--- src/rtl/rectangle_pkg.sv ---
// Shared definitions for the RECTANGLE-80 key schedule.
//   KEY_W / RK_W : master key and round key widths
//   RC_INIT      : round-constant LFSR seed
//   SBOX         : 4-bit S-box used on the key-state columns
//   state_e      : schedule FSM states
//   rc_next      : one step of the 5-bit round-constant LFSR
package rectangle_pkg;

  localparam int unsigned KEY_W = 80;
  localparam int unsigned RK_W  = 64;

  localparam logic [4:0] RC_INIT = 5'h01;

  localparam logic [3:0] SBOX [16] = '{
    4'h6, 4'h5, 4'hC, 4'hA, 4'h1, 4'hE, 4'h7, 4'h9,
    4'hB, 4'h0, 4'h3, 4'hD, 4'h8, 4'hF, 4'h4, 4'h2
  };

  typedef enum logic [1:0] {
    StIdle = 2'd0,
    StRun  = 2'd1,
    StDone = 2'd2
  } state_e;

  function automatic logic [4:0] rc_next(input logic [4:0] rc);
    return {rc[3:0], rc[4] ^ rc[2]};
  endfunction

endpackage

--- src/rtl/rectangle_key_schedule_if.sv ---
// Key-schedule handshake bundle.
//   start, key_in      : launch a run with an 80-bit master key
//   round_key, rk_valid: presented round key, rk_ready accepts it
//   busy, done         : run in progress / one-cycle completion pulse
//   rk_index           : index of the presented key (only with RECTANGLE_KS_INDEX_EN)
// Modport master is the key schedule; slave is the round datapath side.
interface rectangle_key_schedule_if;
  import rectangle_pkg::*;

  logic             start;
  logic [KEY_W-1:0] key_in;
  logic [RK_W-1:0]  round_key;
  logic             rk_valid;
  logic             rk_ready;
  logic             busy;
  logic             done;
`ifdef RECTANGLE_KS_INDEX_EN
  logic [4:0]       rk_index;
`endif

  modport master (
    input  start,
    input  key_in,
    input  rk_ready,
    output round_key,
    output rk_valid,
    output busy,
`ifdef RECTANGLE_KS_INDEX_EN
    output rk_index,
`endif
    output done
  );

  modport slave (
    output start,
    output key_in,
    output rk_ready,
    input  round_key,
    input  rk_valid,
    input  busy,
`ifdef RECTANGLE_KS_INDEX_EN
    input  rk_index,
`endif
    input  done
  );

endinterface

--- src/rtl/rectangle_sbox4.sv ---
// RECTANGLE 4-bit S-box, purely combinational.
//   a : input nibble
//   y : substituted nibble
module rectangle_sbox4
  import rectangle_pkg::*;
(
  input  logic [3:0] a,
  output logic [3:0] y
);

  assign y = SBOX[a];

endmodule

--- src/rtl/rectangle_key_schedule.sv ---
// Iterative RECTANGLE-80 key schedule. Expands an 80-bit master key into NUM_RK
// 64-bit round keys, one per accepted handshake.
//   clk, rst : clock, synchronous active-high reset
//   bus      : master modport (start/key_in in, round_key/rk_valid out, rk_ready in,
//              busy/done out, rk_index out when RECTANGLE_KS_INDEX_EN is defined)
// NUM_RK must lie in 2..31.
// Optional feature macro: RECTANGLE_KS_INDEX_EN exposes the key counter as rk_index.
module rectangle_key_schedule
  import rectangle_pkg::*;
#(
  parameter int unsigned NUM_RK = 26
) (
  input logic                      clk,
  input logic                      rst,
  rectangle_key_schedule_if.master bus
);

  localparam logic [4:0] LastIdx = 5'(NUM_RK - 1);

  state_e           state_q, state_d;
  logic [4:0][15:0] row_q, row_d;
  logic [4:0]       rc_q, rc_d;
  logic [4:0]       cnt_q, cnt_d;

  // Key state after the column S-box and after the full update.
  logic [3:0][15:0] row_s;
  logic [4:0][15:0] row_upd;
  logic [3:0]       col_in  [4];
  logic [3:0]       col_out [4];

  // Column j nibble is {Row3[j],Row2[j],Row1[j],Row0[j]}; only columns 0..3 are substituted.
  for (genvar j = 0; j < 4; j++) begin : g_col
    assign col_in[j] = {row_q[3][j], row_q[2][j], row_q[1][j], row_q[0][j]};
    rectangle_sbox4 u_sbox (
      .a (col_in[j]),
      .y (col_out[j])
    );
  end

  for (genvar r = 0; r < 4; r++) begin : g_row
    assign row_s[r] = {row_q[r][15:4], col_out[3][r], col_out[2][r], col_out[1][r],
                       col_out[0][r]};
  end

  always_comb begin
    row_upd    = '0;
    row_upd[0] = {row_s[0][7:0], row_s[0][15:8]} ^ row_s[1] ^ {11'd0, rc_q};
    row_upd[1] = row_s[2];
    row_upd[2] = row_s[3];
    row_upd[3] = {row_s[3][3:0], row_s[3][15:4]} ^ row_q[4];
    row_upd[4] = row_s[0];
  end

  always_comb begin
    state_d = state_q;
    row_d   = row_q;
    rc_d    = rc_q;
    cnt_d   = cnt_q;
    unique case (state_q)
      StIdle: begin
        if (bus.start) begin
          state_d = StRun;
          row_d   = bus.key_in;
          rc_d    = RC_INIT;
          cnt_d   = '0;
        end
      end
      StRun: begin
        if (bus.rk_ready) begin
          cnt_d = cnt_q + 5'd1;
          // The final key is consumed without advancing the key state.
          if (cnt_q == LastIdx) begin
            state_d = StDone;
          end else begin
            row_d = row_upd;
            rc_d  = rc_next(rc_q);
          end
        end
      end
      StDone: state_d = StIdle;
      default: state_d = StIdle;
    endcase
  end

  always_ff @(posedge clk) begin
    if (rst) begin
      state_q <= StIdle;
      row_q   <= '0;
      rc_q    <= RC_INIT;
      cnt_q   <= '0;
    end else begin
      state_q <= state_d;
      row_q   <= row_d;
      rc_q    <= rc_d;
      cnt_q   <= cnt_d;
    end
  end

  // All outputs decode registered state only, so rk_ready never reaches them combinationally.
  assign bus.round_key = row_q[3:0];
  assign bus.rk_valid  = (state_q == StRun);
  assign bus.busy      = (state_q != StIdle);
  assign bus.done      = (state_q == StDone);
`ifdef RECTANGLE_KS_INDEX_EN
  assign bus.rk_index  = cnt_q;
`endif

endmodule

--- src/flat_wrapper.sv ---
// flat-port wrapper written by rule: the top's interface ports become plain ports
module rectangle_key_schedule_flat import rectangle_pkg::*;
#(
  parameter int unsigned NUM_RK = 26
)
  (clk, rst, bus_start, bus_key_in, bus_rk_ready, bus_round_key, bus_rk_valid, bus_busy, bus_done);
  rectangle_key_schedule_if bus_i ();
  input logic clk;
  input logic rst;
  input wire logic [$bits(bus_i.start)-1:0] bus_start;
  input wire logic [$bits(bus_i.key_in)-1:0] bus_key_in;
  input wire logic [$bits(bus_i.rk_ready)-1:0] bus_rk_ready;
  output wire logic [$bits(bus_i.round_key)-1:0] bus_round_key;
  output wire logic [$bits(bus_i.rk_valid)-1:0] bus_rk_valid;
  output wire logic [$bits(bus_i.busy)-1:0] bus_busy;
  output wire logic [$bits(bus_i.done)-1:0] bus_done;
  assign bus_i.start = bus_start;
  assign bus_i.key_in = bus_key_in;
  assign bus_i.rk_ready = bus_rk_ready;
  assign bus_round_key = bus_i.round_key;
  assign bus_rk_valid = bus_i.rk_valid;
  assign bus_busy = bus_i.busy;
  assign bus_done = bus_i.done;
  rectangle_key_schedule #(.NUM_RK(NUM_RK)) u_core (.clk(clk), .rst(rst), .bus(bus_i));
endmodule
--- config.mk ---
export PLATFORM = sky130hd
export DESIGN_NAME = rectangle_key_schedule_flat
export DESIGN_NICKNAME = d
export VERILOG_FILES = /design/src/rtl/rectangle_pkg.sv /design/src/rtl/rectangle_key_schedule_if.sv /design/src/rtl/rectangle_sbox4.sv /design/src/rtl/rectangle_key_schedule.sv /design/src/flat_wrapper.sv
export SDC_FILE = /design/constraint.sdc
export NUM_CORES = 1
export LEC_CHECK = 0
export ABC_AREA = 1
export CORE_MARGIN = 5
export CORE_UTILIZATION = 45
export CTS_CLUSTER_DIAMETER = 50
export CTS_CLUSTER_SIZE = 16
export DETAILED_ROUTE_END_ITERATION = 8
export GPL_TIMING_DRIVEN = 0
export PLACE_DENSITY = 0.78
export SYNTH_ARGS = -nofsm -noshare
export SYNTH_HDL_FRONTEND = slang
export SYNTH_SLANG_ARGS = --single-unit
export TNS_END_PERCENT = 5
--- constraint.sdc ---
create_clock -name clk -period 1.4 [get_ports clk]
set_input_delay 0.28 -clock clk [delete_from_list [all_inputs] [get_ports clk]]
set_output_delay 0.28 -clock clk [all_outputs]
set_load 0.005 [all_outputs]
==> impl_metrics.json, run 1 <==
{
  "final.setup.tns_ns": -14.63,
  "diodes": 0,
  "synth.top_cell.area_share_pct": 31.9,
  "post-route-drc-count": 0,
  "die_w_um": 123,
  "cp_max_fo": 7,
  "die_area_um2": 15200,
  "nets": 1164,
  "rsz0062_at_grt": "true",
  "fmax_ghz": 0.598,
  "synth.distinct_cells": 28,
  "drtPass1Iterations": 6,
  "hp-class": "register to register",
  "register_area_um2": 1970,
  "period_minus_slack_ns": 1.67,
  "skew_ns": 0.00865,
  "grt_pass1_vias": 6220,
  "clk_path_buf_depth": 2,
  "synth_nets": 981,
  "hold_viol": 0,
  "clkTransAtPathRegs_ns": 0.07,
  "irDropWorstVdd_uv": 651,
  "drt-total-wl_um": 22300,
  "status": "finished, violations left",
  "setup.worst_path.end_class": "register",
  "grt_pass1_wl_um": 32300,
  "crit_chain": "inv_2, ha_4, nand4_1, a21boi_4, buf_12, inv_6, buf_8, buf_12, nor2_4, nor2_1",
  "cts.sinks": 92,
  "area_growth_pct": 46.6,
  "post-route-util_pct": 67.3,
  "fp.coreArea_um2": 12600,
  "cp_num_buf_inv": 5,
  "startpoint_type": "register",
  "hpwl_um": 14700,
  "syn_avg_cell_area_um2": 6.56,
  "grt_usage_pct": 27.7,
  "drive_gt1_share_pct": 30.8,
  "ant_nets": 0,
  "grt_max_degree": 16,
  "power_mw": 8.64,
  "initial_core_util_pct": 45.9,
  "vias": 6719,
  "finalSetupViolations": 86,
  "routabilityCongestion": 0.971,
  "numPortBuffers": 150,
  "r2r_slack_ns": -0.27,
  "p_leak_nw": 3.85,
  "crit_slowest_cell": "dfxtp_2",
  "finalCritPeriodShare_pct": 119,
  "nFillCells": 1021,
  "wl_per_cell_um": 18.0,
  "crit_family": "buffers and inverters",
  "cts_inserted_buffers": 9,
  "ios": 151,
  "worst_path_most_repeated_cell": "buf_12",
  "cts_root_buffer": "clkbuf_16",
  "synth_top_cell_by_area": "dfxtp_1",
  "vias_per_cell": 5.42,
  "die_h_um": 123,
  "synth_area_leaders": "dfxtp_1, nand2_1, o21ai_0",
  "synth_area_um2": 5770,
  "drv_cap": 0,
  "required_ns": 1.63,
  "pwr_density_cell_nw_per_um2": 1020,
  "slew_viol_final": 0,
  "violations": "setup timing",
  "synth-seq-cells": 92,
  "criticalPathCategory": "register to register",
  "critPathArrivalTime_ns": 1.90,
  "slowest_delay_ns": 0.32,
  "cts_htree_levels": 3,
  "drt_iter0_drc": 1116,
  "insertion_delay_ns": 0.35,
  "hold_ws_ns": 0.478,
  "cts_tree": "yes",
  "yosys_warnings": 0,
  "num_rows": 41,
  "syn_inst": 879,
  "slew_headroom_pct": 36.5,
  "seq_area_frac_synth_pct": 31.9,
  "fin_ws_ns": -0.271,
  "antenna_found_initial": 0,
  "multi_input_area_um2": 3040,
  "worst_pin_slew_ns": 0.952,
  "grt_overflow": 0
}
-- final timing paths --
path	cells after the start	to	from
max	10	u_core.bus.round_key[20]$_SDFFE_PP0P_	u_core.cnt_q[1]$_SDFFE_PP0P_
max reg2reg	10	u_core.bus.round_key[20]$_SDFFE_PP0P_	u_core.cnt_q[1]$_SDFFE_PP0P_
min reg2reg	2	u_core.bus.round_key[40]$_SDFFE_PP0P_	u_core.bus.round_key[40]$_SDFFE_PP0P_
min	2	u_core.bus.round_key[40]$_SDFFE_PP0P_	u_core.bus.round_key[40]$_SDFFE_PP0P_
-- worst reg2reg max path: stages (launching register included) --
cell and delay (ns):
dfxtp_2 0.32, inv_2 0.06, ha_4 0.11, nand4_1 0.16
a21boi_4 0.23, buf_12 0.16, inv_6 0.05, buf_8 0.13
buf_12 0.14, nor2_4 0.12, nor2_1 0.06
-- per-stage QoR --
step	instances	setup slack [ns]	cell area (µm²)
global placement	1201	-0.978	7500
finish	1239	-0.271	8460
CTS	1231	-0.217	8100
global route	1239	-0.331	8460
detailed placement	1201	-0.984	7500
floorplan	879	-0.0207	5790
-- power breakdown --
group	total, mW	leakage (nW)	switching (mW)	internal [mW]
registers	3.19	0.788	0.272	2.92
logic	3.08	2.93	1.56	1.52
clock network	2.37	0.132	1.11	1.26
total	8.64	3.85	2.95	5.69
-- layout make-up --
type,count,area share (%)
inverter,87,3.92
clock buffer,11,2.87
tap,172,2.54
buffer,112,11.1
sequential,92,23.3
clock inverter,5,0.444
multi-input combinational,588,36.0
timing repair buffer,172,19.8
-- cell usage after synthesis, drive strengths merged --
library cell,count
nand3b,4
a211oi,9
o21ai,140
a21oi,87
buf,93
nand4,1
o211ai,1
nor2,45
inv,87
nand3,57
o211a,1
nor4,1
dfxtp,92
o22ai,4
o21bai,1
clkbuf,19
nand2,212
nor3,3
xnor2,3
a21boi,1
ha,18
-- layout by cell type (no fill, tap or decap), types with 7 or more instances in the layout --
cell	count
ha_1	17
a211oi_2	8
o21ai_1	24
o21ai_2	8
clkbuf_4	9
buf_6	7
inv_1	83
a21oi_1	70
o21ai_0	108
buf_12	9
dfxtp_1	26
nor2_1	38
nand3_1	56
nand2_2	7
dfxtp_4	20
dfxtp_2	46
a21oi_2	17
clkdlybuf4s50_1	82
clkbuf_16	15
nand2_1	203
buf_4	144
-- routing by layer --
| layer | part of all wire (%) | GRT usage (%) |
|---|---|---|
| met1 | 38 | 36.5 |
| met2 | 45 | 44.2 |
| met3 | 12 | 4.48 |
| met4 | 4.9 | 13.4 |
| met5 | 0 | 0 |
-- sequential cells by signal, indices dropped and copies added, names as in the netlist --
| name | count |
|---|---|
| u_core.bus.round_key | 64 |
| u_core.row_q | 16 |
| u_core.cnt_q | 5 |
| u_core.rc_q | 5 |
| u_core.state_q | 2 |
-- timing repair --
action | 4_1_cts | 5_1_grt
hold buffers | 0 | 0
setup buffers | 11 | 2
setup endpoints to repair | 159 | 92
pin swaps | 7 | 18
gates cloned | 3 | 6
gates resized for setup | 241 | 68
-- cell families after synthesis --
group                    Yosys count  share of synthesized area (%)
AO/OA/AOI/OAI                    244                           22.8
XOR/XNOR                           3                          0.456
adder cells (fa/ha/maj)           18                           3.91
buffers and inverters            199                           18.2
flip-flops                        92                           31.9
AND/OR/NAND/NOR                  323                           22.7
No activity file was read; power rests on OpenSTA's default activity.
==> run 2: changes to the inputs <==
Settings changed: GPL_TIMING_DRIVEN 0 to not set.
==> run 2 against run 1 <==
Net effect:
- the flow still finishes with violations (setup timing)
- clock skew increased by 0.0026 ns
- die area unchanged
- sequential cell count stayed put
- hold slack worse by 0.012 ns
- critical path depth shrank 2
- wire length is 22% lower
- sequential power down 2%
- highest routed layer unchanged
==> impl_metrics.json, run 2 (synthesis gave the netlist of run 1 again) <==
{
  "worstReg2RegStart": "u_core.cnt_q[1]$_SDFFE_PP0P_",
  "fin_ws_ns": -0.213,
  "hpwl_um": 12800,
  "setup.worst_path.end_class": "register",
  "grt_pass1_vias": 5621,
  "status": "finished, violations left",
  "min_to": "u_core.bus.round_key[43]$_SDFFE_PP0P_",
  "ios": 151,
  "diodes": 0,
  "largest_reg_flops": 64,
  "cts_root_buffer": "clkbuf_16",
  "nets": 1119,
  "critPathArrivalTime_ns": 1.89,
  "slew_viol_final": 0,
  "nFillCells": 1134,
  "p_sw_mw": 2.63,
  "insertion_delay_ns": 0.34,
  "register_area_um2": 1920,
  "holdBufCountCts": 0,
  "initial_core_util_pct": 45.9,
  "slew_headroom_pct": 62.8,
  "cts.sinks": 92,
  "vias": 5981,
  "internal_power_mw": 5.75,
  "reg2reg_depth": 8,
  "switching_share_pct": 31.4,
  "violations": "setup timing",
  "fmax_ghz": 0.620,
  "hold_ws_ns": 0.465,
  "routabilityCongestion": 0.892,
  "drt_iter0_drc": 458,
  "p_leak_nw": 3.70,
  "grt_usage_pct": 22.8,
  "startpoint_type": "register",
  "skew_ns": 0.0113,
  "placedCellCount": 1168,
  "antenna_found_initial": 0,
  "power_frac_comb_pct": 30.8,
  "die_w_um": 123,
  "final_cells": 1194,
  "cts_inserted_buffers": 9,
  "required_ns": 1.67,
  "pwr_density_cell_nw_per_um2": 1040,
  "drt-total-wl_um": 17500,
  "cts_tree": "yes",
  "hp-class": "register to register",
  "post-route-drc-count": 0,
  "grt_max_degree": 37,
  "drive_gt1_share_pct": 17.3,
  "final_common_cell": "nand2_1",
  "post-route-util_pct": 64.1,
  "pwr-share-seq_pct": 37.3,
  "r2r_slack_ns": -0.21,
  "power_frac_clock_pct": 31.9,
  "r2r-end": "u_core.bus.round_key[53]$_SDFFE_PP0P_",
  "worst_pin_slew_ns": 0.552,
  "period_minus_slack_ns": 1.61,
  "wl_per_cell_um": 14.6,
  "cp_max_fo": 10,
  "min_from": "u_core.bus.round_key[43]$_SDFFE_PP0P_",
  "ant_nets": 0,
  "holdPathStages": 2,
  "vias_per_cell": 5.01,
  "criticalPathCategory": "register to register",
  "clkTransAtPathRegs_ns": 0.07,
  "hold_viol": 0,
  "drtPass1Iterations": 5,
  "fp.coreArea_um2": 12600,
  "grt_pass1_wl_um": 27400,
  "finalCritPeriodShare_pct": 115,
  "numPortBuffers": 150,
  "num_rows": 41,
  "grt_overflow": 0,
  "finalSetupViolations": 90,
  "multi_input_area_um2": 2930,
  "irDropWorstVdd_uv": 556,
  "area_growth_pct": 39.6,
  "die_h_um": 123,
  "rsz0062_at_grt": "true",
  "drv_cap": 0,
  "final_cell_mix": "nand2_1, o21ai_0, clkdlybuf4s50_1",
  "clk_path_buf_depth": 2,
  "die_area_um2": 15200,
  "cts_htree_levels": 3
}
-- run 2: cell count changes in the layout (fill, tap and decap cells not counted), moves of 6 or more --
cell / change
o21ai_1: +6
clkbuf_1: -6
nand2_2: -7
dfxtp_1: +22
dlygate4sd2_1: +57
dfxtp_2: -13
buf_4: -81
a21oi_1: +15
dfxtp_4: -9
clkbuf_4: -9
a21oi_2: -15
buf_8: -6
nand2_1: +8
-- run 2: area by class of cell --
type                       count  share of cell area, %
clock buffer                   9                   2.80
clock inverter                 7                   1.24
inverter                      87                   4.06
multi-input combinational    588                   36.4
sequential                    92                   23.9
tap                          172                   2.67
timing repair buffer         239                   29.0
-- run 2: worst max path at each step --
stage / startpoint / endpoint / slack (ns) / depth (start not counted)
after global placement: bus_rk_ready / u_core.bus.round_key[47]$_SDFFE_PP0P_ / -0.33 / 8
after detailed placement: bus_rk_ready / u_core.bus.round_key[59]$_SDFFE_PP0P_ / -0.36 / 8
final: u_core.cnt_q[1]$_SDFFE_PP0P_ / u_core.bus.round_key[53]$_SDFFE_PP0P_ / -0.21 / 8
after global routing: u_core.cnt_q[1]$_SDFFE_PP0P_ / u_core.bus.round_key[13]$_SDFFE_PP0P_ / -0.32 / 9
after floorplan: u_core.cnt_q[1]$_SDFFE_PP0P_ / u_core.bus.round_key[20]$_SDFFE_PP0P_ / -0.02 / 9
after CTS: u_core.cnt_q[1]$_SDFFE_PP0P_ / u_core.bus.round_key[53]$_SDFFE_PP0P_ / -0.19 / 8
-- run 2: per-layer routing --
layer  global-route usage [%]  wire length [µm]  up-vias
met1                     30.4              7810     2681
met2                     37.3              8130      201
met3                     3.39              1090       27
li1                         -                 -     3072
met5                        0                 0        -
met4                     8.24               428        0
-- run 2: worst max-delay path, cell delays in order, from the launching register on --
cell and delay (ns):
dfxtp_2 0.32, inv_2 0.07, ha_4 0.12, nand4_1 0.17, a21boi_4 0.20, buf_12 0.16
bufbuf_16 0.27, o21ai_0 0.10, a21oi_1 0.13
-- run 2: metrics by stage --
stage                     setup slack [ns]  cell area, µm²  total power, mW  setup TNS, ns
after global placement              -0.331            7490             5.63         -23.68
after detailed placement            -0.356            7490             5.68         -25.70
final                               -0.213            8050             8.38         -13.05
after CTS                           -0.191            8010             8.39         -11.70
after floorplan                    -0.0207            5790             4.64        -0.0877
after global routing                -0.317            8050             8.86         -21.41
-- run 2: timing repair --
item	CTS	global route
setup buffers	8	0
resized for setup	173	6
cloned	2	1
endpoints found under the setup margin	154	92
pin swaps	3	1
-- run 2: power by group through the flow --
stage	registers [mW]	logic (mW)	clock network, mW
after floorplan	3.11	1.53	0
after global placement	3.15	2.49	0
after detailed placement	3.15	2.53	0
after CTS	3.12	2.56	2.71
after global routing	3.16	2.88	2.83
final	3.13	2.58	2.67
==> run 3: changes to the inputs <==
Settings changed: SETUP_SLACK_MARGIN set to 0.02.
==> run 3 against run 2 <==
Net effect:
- the flow still finishes with violations (setup timing)
- clock power about the same
- sequential share of layout area increased by 0.19 points
- setup slack got worse by 0.013 ns
- die area unchanged
==> impl_metrics.json, run 3 (synthesis gave the netlist of run 1 again) <==
{
  "status": "finished, violations left",
  "violations": "setup timing",
  "rsz0062_at_grt": "true",
  "period_minus_slack_ns": 1.63,
  "final_cell_mix": "nand2_1, o21ai_0, a21oi_1",
  "worst_pin_slew_ns": 0.369,
  "fin_ws_ns": -0.227,
  "largest_reg_flops": 64,
  "power_mw": 8.33,
  "criticalPathCategory": "register to register",
  "diodes": 0,
  "crit_slowest_cell": "dfxtp_2",
  "pwr-share-seq_pct": 37.4,
  "internal_power_mw": 5.75,
  "crit_start": "u_core.cnt_q[1]$_SDFFE_PP0P_",
  "cts.sinks": 92,
  "clkTransAtPathRegs_ns": 0.06,
  "hp-class": "register to register",
  "insertion_delay_ns": 0.35,
  "ant_nets": 0,
  "drtPass1Iterations": 5,
  "skew_ns": 0.00605,
  "wl_per_cell_um": 14.5,
  "numPortBuffers": 150,
  "initial_core_util_pct": 45.9,
  "p_sw_mw": 2.57,
  "num_rows": 41,
  "slowest_delay_ns": 0.32,
  "grt_usage_pct": 22.3,
  "grt_pass1_wl_um": 26800,
  "die_area_um2": 15200,
  "hold_viol": 0,
  "power_frac_comb_pct": 30.2,
  "cts_tree": "yes",
  "drive_gt1_share_pct": 17.8,
  "vias_per_cell": 4.99,
  "hpwl_um": 12700,
  "pre_cts_slack_ns": -0.391,
  "cp_max_fo": 28,
  "slew_headroom_pct": 75.4,
  "fmax_ghz": 0.615,
  "final_common_cell": "nand2_1",
  "post-route-util_pct": 63.3,
  "slew_viol_final": 0,
  "grt_max_degree": 36,
  "crit_chain": "inv_2, ha_4, nand4_1, a21boi_4, buf_12, buf_12, nor2_1, a211oi_2",
  "fp.coreArea_um2": 12600,
  "critPathArrivalTime_ns": 1.89,
  "grt_pass1_vias": 5511,
  "finalCritPeriodShare_pct": 116,
  "irDropWorstVdd_uv": 500,
  "clk_path_buf_depth": 2,
  "routabilityCongestion": 0.880,
  "cts_htree_levels": 3,
  "finalSetupViolations": 89,
  "switching_share_pct": 30.9,
  "die_h_um": 123,
  "startpoint_type": "register",
  "crit_family": "buffers and inverters",
  "pwr_density_cell_nw_per_um2": 1050,
  "area_growth_pct": 38.0,
  "required_ns": 1.67,
  "worst_path_most_repeated_cell": "buf_12",
  "drt_iter0_drc": 467,
  "post-route-drc-count": 0,
  "antenna_found_initial": 0,
  "grt_overflow": 0,
  "worstReg2RegStart": "u_core.cnt_q[1]$_SDFFE_PP0P_",
  "ios": 151,
  "setup.worst_path.end_class": "register",
  "vias": 5931,
  "drt-total-wl_um": 17200,
  "power_frac_clock_pct": 32.4,
  "nets": 1115,
  "cp_num_buf_inv": 3,
  "drv_cap": 0,
  "min_from": "u_core.row_q[71]$_SDFFE_PP0P_",
  "p_leak_nw": 3.68,
  "cts_root_buffer": "clkbuf_16",
  "cts_inserted_buffers": 9,
  "die_w_um": 123
}
## run 3: area by class of cell
class,instances,area [µm²]
clock inverters,4,72.6
clock buffers,11,253
flip-flops and latches,92,1920
fillers,1136,4610
multi-input cells,588,2970
well taps,172,215
inverters,87,332
repair buffers,235,2190
## run 3: power by group through the flow
stage,clock (mW),sequential [mW],combinational (mW)
3_5_place_dp,0,3.15,2.53
6_report,2.70,3.11,2.51
2_1_floorplan,0,3.11,1.54
5_1_grt,2.84,3.15,2.80
4_1_cts,2.74,3.11,2.48
3_3_place_gp,0,3.15,2.49
## run 3: worst paths after layout
| kind | depth (start not counted) | slack (ns) | endpoint |
|---|---|---|---|
| hold reg to reg | 2 | 0.46 | u_core.row_q[71]$_SDFFE_PP0P_ |
| setup reg to reg | 8 | -0.23 | u_core.bus.round_key[58]$_SDFFE_PP0P_ |
| setup / recovery | 8 | -0.23 | u_core.bus.round_key[58]$_SDFFE_PP0P_ |
| hold / removal | 2 | 0.46 | u_core.row_q[71]$_SDFFE_PP0P_ |
## run 3: routing by layer
layer	track usage, %	wire (µm)
met5	0	0
met4	7.47	353
met1	29.7	7710
met2	36.2	7920
met3	4.57	1260
## run 3: what timing repair did
item,in CTS,in global routing
hold buffers,0,0
pin swaps,9,3
gates resized for setup,167,21
setup endpoints to repair,152,97
buffers inserted,6,1
endpoints found under the hold margin,0,0
## run 3: stage by stage
stage	hold slack [ns]	cells	area, µm²	TNS (ns)
6_report	0.464	1189	7960	-13.72
5_1_grt	0.492	1189	7960	-19.78
4_1_cts	0.466	1188	7890	-9.22
3_5_place_dp	0.456	1167	7480	-25.54
3_3_place_gp	0.450	1167	7480	-23.65
2_1_floorplan	0.351	879	5800	-0.0984
## run 3: worst min-delay path, delay by kind of cell (launching register included)
| kind | cells | cell delay, ns |
|---|---|---|
| buffers and inverters | 1 | 0.06 |
| flip-flops | 1 | 0.31 |
| AO/OA/AOI/OAI | 1 | 0.05 |
